===== src/rtl/sa_feeder.sv =====
// sa_feeder: input sequencer for an NxN systolic matrix multiplier.
// Holds one A and one B matrix, loaded through a write port while idle.
// On start it clears the array accumulators, streams diagonally skewed
// A rows (west edge) and B columns (north edge), zero-flushes the array,
// then pulses done.
// Ports:
//   clk, rst                   clock, async active-high reset
//   wr_en/wr_sel/wr_row/wr_col/wr_data  matrix storage write (IDLE only)
//   start                      begin one multiply (sampled in IDLE)
//   busy, done, sa_clr         status / accumulator clear (registered)
//   A0..A7, B0..B7             west / north edge wavefronts (registered)
module sa_feeder #(
    parameter int unsigned N     = 8,
    parameter int unsigned WIDTH = 8
) (
    input  logic                   clk,
    input  logic                   rst,
    input  logic                   wr_en,
    input  logic                   wr_sel,
    input  logic [$clog2(N)-1:0]   wr_row,
    input  logic [$clog2(N)-1:0]   wr_col,
    input  logic [WIDTH-1:0]       wr_data,
    input  logic                   start,
    output logic                   busy,
    output logic                   done,
    output logic                   sa_clr,
    output logic [WIDTH-1:0]       A0,
    output logic [WIDTH-1:0]       A1,
    output logic [WIDTH-1:0]       A2,
    output logic [WIDTH-1:0]       A3,
    output logic [WIDTH-1:0]       A4,
    output logic [WIDTH-1:0]       A5,
    output logic [WIDTH-1:0]       A6,
    output logic [WIDTH-1:0]       A7,
    output logic [WIDTH-1:0]       B0,
    output logic [WIDTH-1:0]       B1,
    output logic [WIDTH-1:0]       B2,
    output logic [WIDTH-1:0]       B3,
    output logic [WIDTH-1:0]       B4,
    output logic [WIDTH-1:0]       B5,
    output logic [WIDTH-1:0]       B6,
    output logic [WIDTH-1:0]       B7
);

    localparam int unsigned IDX_W       = $clog2(N);
    localparam int unsigned STEP_W      = $clog2(2 * N);
    localparam int unsigned STREAM_LAST = 2 * N - 2;
    localparam int unsigned DRAIN_LAST  = N - 1;

    typedef enum logic [2:0] {
        ST_IDLE,
        ST_CLEAR,
        ST_STREAM,
        ST_DRAIN,
        ST_DONE
    } state_t;

    state_t              state, state_nxt;
    logic [STEP_W-1:0]   step, step_nxt;
    logic [WIDTH-1:0]    a_mem [N][N];
    logic [WIDTH-1:0]    b_mem [N][N];
    logic [WIDTH-1:0]    a_edge [N];
    logic [WIDTH-1:0]    b_edge [N];
    logic [WIDTH-1:0]    a_edge_nxt [N];
    logic [WIDTH-1:0]    b_edge_nxt [N];
    logic                busy_nxt, done_nxt, sa_clr_nxt;

    // Matrix storage: writable only while idle.
    always_ff @(posedge clk or posedge rst) begin
        if (rst) begin
            for (int r = 0; r < N; r++) begin
                for (int c = 0; c < N; c++) begin
                    a_mem[r][c] <= '0;
                    b_mem[r][c] <= '0;
                end
            end
        end else if (wr_en && state == ST_IDLE) begin
            if (!wr_sel) begin
                a_mem[wr_row][wr_col] <= wr_data;
            end else begin
                b_mem[wr_row][wr_col] <= wr_data;
            end
        end
    end

    // State, step counter and all outputs are registered together.
    always_ff @(posedge clk or posedge rst) begin
        if (rst) begin
            state  <= ST_IDLE;
            step   <= '0;
            busy   <= 1'b0;
            done   <= 1'b0;
            sa_clr <= 1'b0;
            for (int i = 0; i < N; i++) begin
                a_edge[i] <= '0;
                b_edge[i] <= '0;
            end
        end else begin
            state  <= state_nxt;
            step   <= step_nxt;
            busy   <= busy_nxt;
            done   <= done_nxt;
            sa_clr <= sa_clr_nxt;
            for (int i = 0; i < N; i++) begin
                a_edge[i] <= a_edge_nxt[i];
                b_edge[i] <= b_edge_nxt[i];
            end
        end
    end

    // Next state, and the output values for the cycle that state occupies.
    always_comb begin
        state_nxt = state;
        step_nxt  = step;
        case (state)
            ST_IDLE: begin
                if (start) begin
                    state_nxt = ST_CLEAR;
                    step_nxt  = '0;
                end
            end
            ST_CLEAR: begin
                state_nxt = ST_STREAM;
                step_nxt  = '0;
            end
            ST_STREAM: begin
                if (step == STEP_W'(STREAM_LAST)) begin
                    state_nxt = ST_DRAIN;
                    step_nxt  = '0;
                end else begin
                    step_nxt = step + STEP_W'(1);
                end
            end
            ST_DRAIN: begin
                if (step == STEP_W'(DRAIN_LAST)) begin
                    state_nxt = ST_DONE;
                    step_nxt  = '0;
                end else begin
                    step_nxt = step + STEP_W'(1);
                end
            end
            ST_DONE: begin
                state_nxt = ST_IDLE;
                step_nxt  = '0;
            end
            default: begin
                state_nxt = ST_IDLE;
                step_nxt  = '0;
            end
        endcase

        busy_nxt   = (state_nxt != ST_IDLE);
        done_nxt   = (state_nxt == ST_DONE);
        sa_clr_nxt = (state_nxt == ST_CLEAR);

        // Lane i carries element k = t - i while 0 <= k < N (diagonal skew).
        for (int i = 0; i < N; i++) begin
            a_edge_nxt[i] = '0;
            b_edge_nxt[i] = '0;
            if (state_nxt == ST_STREAM && step_nxt >= STEP_W'(i) &&
                (step_nxt - STEP_W'(i)) < STEP_W'(N)) begin
                a_edge_nxt[i] = a_mem[i][IDX_W'(step_nxt - STEP_W'(i))];
                b_edge_nxt[i] = b_mem[IDX_W'(step_nxt - STEP_W'(i))][i];
            end
        end
    end

    assign A0 = a_edge[0];
    assign A1 = a_edge[1];
    assign A2 = a_edge[2];
    assign A3 = a_edge[3];
    assign A4 = a_edge[4];
    assign A5 = a_edge[5];
    assign A6 = a_edge[6];
    assign A7 = a_edge[7];
    assign B0 = b_edge[0];
    assign B1 = b_edge[1];
    assign B2 = b_edge[2];
    assign B3 = b_edge[3];
    assign B4 = b_edge[4];
    assign B5 = b_edge[5];
    assign B6 = b_edge[6];
    assign B7 = b_edge[7];

endmodule


===== config.mk =====
export PLATFORM = sky130hd
export DESIGN_NAME = sa_feeder
export DESIGN_NICKNAME = d
export VERILOG_FILES = /design/src/rtl/sa_feeder.sv
export SDC_FILE = /design/constraint.sdc
export NUM_CORES = 2
export LEC_CHECK = 0
export CAP_MARGIN = 10
export CORE_ASPECT_RATIO = 0.6
export CORE_MARGIN = 1.5
export CORE_UTILIZATION = 63
export CTS_BUF_LIST = sky130_fd_sc_hd__clkbuf_4 sky130_fd_sc_hd__clkbuf_8 sky130_fd_sc_hd__clkbuf_16
export DETAILED_ROUTE_END_ITERATION = 10
export PLACE_DENSITY = 0.81
export RECOVER_POWER = 25
export SLEW_MARGIN = 25
export SYNTH_ARGS = -nofsm -noshare
export SYNTH_HDL_FRONTEND = slang
export SYNTH_SLANG_ARGS = --single-unit

===== constraint.sdc =====
create_clock -name clk -period 129.8 [get_ports clk]
set_input_delay 25.96 -clock clk [delete_from_list [all_inputs] [get_ports clk]]
set_output_delay 25.96 -clock clk [all_outputs]
set_load 0.02 [all_outputs]

==> flow_summary_export.csv <==
group,metric,value,unit
outcome,status,"finished, violations left",
outcome,violations,"capacitance limit, slew limit",
logic_synthesis,synthMuxAreaShare,30.9,%
logic_synthesis,yosysUniqueCellTypes,75,
logic_synthesis,synth_top_family_by_area,"multiplexers",
place,placed_cell_area,0.0538,mm²
die,die_h,225,µm
timing,setup_violations,0,
logic_synthesis,synth_compound_area_share,3.27,%
finish,fill_cells,5406,
finish,drive_gt1_share,42.2,%
logic_synthesis,ys_ff_latch,1162,
power,power.density,21.8,mW/mm²
route,drt-initial-drc-count,3117,
finish,fin_cells,4806,
critical_path,critPathRequiredTime,130.50,ns
grt,overflow,0,
logic_synthesis,yosys.area_share.simple,6.91,%
timing,tns,0,ns
hold_path,hold_end,"b_mem[367]",
logic_synthesis,syn_avg_cell_area,14.3,µm²
place,io_buffers,149,
power,pwr-share-comb,43.0,%
route,via_per_inst,6.53,
finish,final_cell_mix,"dfrtp_1 (1,162), mux2_2 (1,024), nand2_1 (266)",
die,row_count,81,
route,drcViolationCount,0,
hold_path,hold_path_startpoint,"b_mem[367]",
power,clock_power_share,25.0,%
clock_network,clock-sinks,1162,
power,design_power_total,1.25,mW
die,core_region_area,0.0814,mm²
route,drtAntennaViolNets,0,
grt,grt_pass1_vias,32600,
clock_network,clockRootBuffer,"clkbuf_16",
clock_network,htree_num_levels,3,
logic_synthesis,synth_area_leaders,"dfrtp_1 (56%), mux2_2 (22%), mux4_2 (7.5%)",
clock_network,cts.path.max_buffers,3,
power,p_switching,0.492,mW
finish,num-nets-final,3686,
power,seqPwrFrac,31.9,%
clock_network,cts_resized,0,
logic_synthesis,synth_area,0.0517,mm²
clock_network,cts.hold.buffers_added,0,
critical_path,critPathLaunchType,"input pin",
route,wl_per_cell,26.7,µm
grt,antenna_found_initial,5,
clock_network,cts_inserted_buffers,101,
timing,finalClockSkew,0.0213,ns
logic_synthesis,synth_edf_count,0,
route,vias,31400,
grt,grt_use_total,31.5,%
timing,fin_crit_sh,29.1,%
logic_synthesis,syn-num-nets,3645,
logic_synthesis,async_flop_share,100,%
place,routabilityCongestion,0.848,
finish,final_common_cell,"dfrtp_1",
hold_path,hold_class,"reg2reg",
logic_synthesis,seq_area_frac_synth,56.3,%
logic_synthesis,synth_flop_cell,"dfrtp_1",
place,place_hpwl,76800,µm
grt,grt_pass1_wl,201000,µm
power,leakage,27.6,nW
logic_synthesis,synth_adder_area_share,0.315,%
critical_path,r2r_start,"step[0]",
die,die_area,0.0838,mm²
flow_run,maxCapViolCount,6,
grt,grt_max_degree,175,
die,io_pins,150,
logic_synthesis,yosys.area_share.xor_xnor,0.0678,%
critical_path,r2r_slack,122.12,ns
die,die_x,373,µm
logic_synthesis,synth_top_area_cell,"dfrtp_1",
timing,drv_slew,579,
timing,hold_viol,0,
finish,area_growth,10.7,%
logic_synthesis,syn_inst,3613,
power,p_sw_share,39.5,%
critical_path,reg2regPathDepth,13,
timing,relSlewSlack,-476,%
clock_network,clk_latency,0.71,ns
finish,largest_registers,"a_mem: 512 flops, b_mem: 512 flops",
critical_path,criticalPathCategory,"in2async",
critical_path,cp-end-kind,"asynchronous set/reset pin",
clock_network,cts.reportedPaths.clkPinSlew,0.06,ns
timing,post-route-min-period,37.72,ns
finish,fin_area,0.0572,mm²
timing,tightest_slew,8.65,ns
finish,final-seq-area,0.0291,mm²
power,ir_drop,0.0000511,V
logic_synthesis,synth-warning-count,0,
route,dr.pass1.iters,6,
power,power.internal,0.754,mW
hold_path,whs_path_depth,1,
clock_network,post-cts-setup-buffers,0,
critical_path,timing.rr.end,"A3[6]",
clock_network,cts_tree,"done",
logic_synthesis,yosys.area.top_type_share,56.3,%
die,start_util,63.5,%
route,routed_wl,128000,µm
timing,rsz0062_at_grt,"no",
place,dp_cells,4628,
timing,max_freq,26.5,MHz
critical_path,crit_fanout,164,
critical_path,cp.arrival,38.42,ns
timing,hold_ws,0.500,ns
finish,multiInputGateArea,0.0215,mm²
==> layer usage <==
layer,up-vias,share of wire (%),track usage [%]
met4,6,2.3,8.62
met1,16700,45,47.9
met2,1226,44,45.6
met3,197,8.9,7.65
li1,13200,-,-
met5,-,0.032,0
==> worst max-delay path by stage <==
stage	from	to	slack, ns
6_report	rst	B1[4]	92.08
5_1_grt	rst	B1[4]	89.60
3_3_place_gp	start	B1[5]	98.69
2_1_floorplan	rst	A0[0]	71.11
4_1_cts	start	A1[0]	99.40
3_5_place_dp	start	B1[5]	98.70
==> Yosys cell counts, drive strengths merged (32+ instances only) <==
| cell | instances |
|---|---|
| mux2i | 57 |
| clkbuf | 183 |
| mux4 | 171 |
| a22o | 33 |
| and3 | 39 |
| buf | 77 |
| a21boi | 32 |
| nor2 | 162 |
| nand2 | 301 |
| mux2 | 1024 |
| nor3 | 83 |
| dfrtp | 1162 |
==> critical path, stage by stage <==
cell and delay (ns):
dlygate4sd3_1 0.56, clkinvlp_2 3.18, clkbuf_1 6.28, buf_4 1.42
buf_4 0.83
==> power by group through the flow <==
stage / Clock, mW / Sequential [mW] / Combinational (mW)
2_1_floorplan: 0 / 0.404 / 0.376
3_3_place_gp: 0 / 0.404 / 0.513
3_5_place_dp: 0 / 0.404 / 0.522
4_1_cts: 0.315 / 0.398 / 0.525
5_1_grt: 0.329 / 0.400 / 0.567
6_report: 0.312 / 0.398 / 0.536
==> layout make-up <==
class / count / area share [%]
inverters: 9 / 0.0700
clock buffers: 141 / 5.22
well taps: 1079 / 2.36
flip-flops and latches: 1162 / 50.8
multi-input cells: 2182 / 37.5
repair buffers: 198 / 3.30
clock inverters: 34 / 0.687
diodes: 1 / 0.00437
==> per-stage QoR <==
stage / utilization [%] / setup WS [ns]
after floorplan: - / 71.11
after global placement: 66.1 / 98.69
after detailed placement: 66.1 / 98.70
after CTS: 70.3 / 99.40
after global routing: 70.3 / 89.60
final: 70.3 / 92.08
==> cell families after synthesis <==
group,Yosys count
multiplexers,1252
flip-flops,1162
AND/OR/NAND/NOR,699
buffers and inverters,269
AO/OA/AOI/OAI,214
adder cells (fa/ha/maj),13
XOR/XNOR,4
No activity file was read; power rests on OpenSTA's default activity.
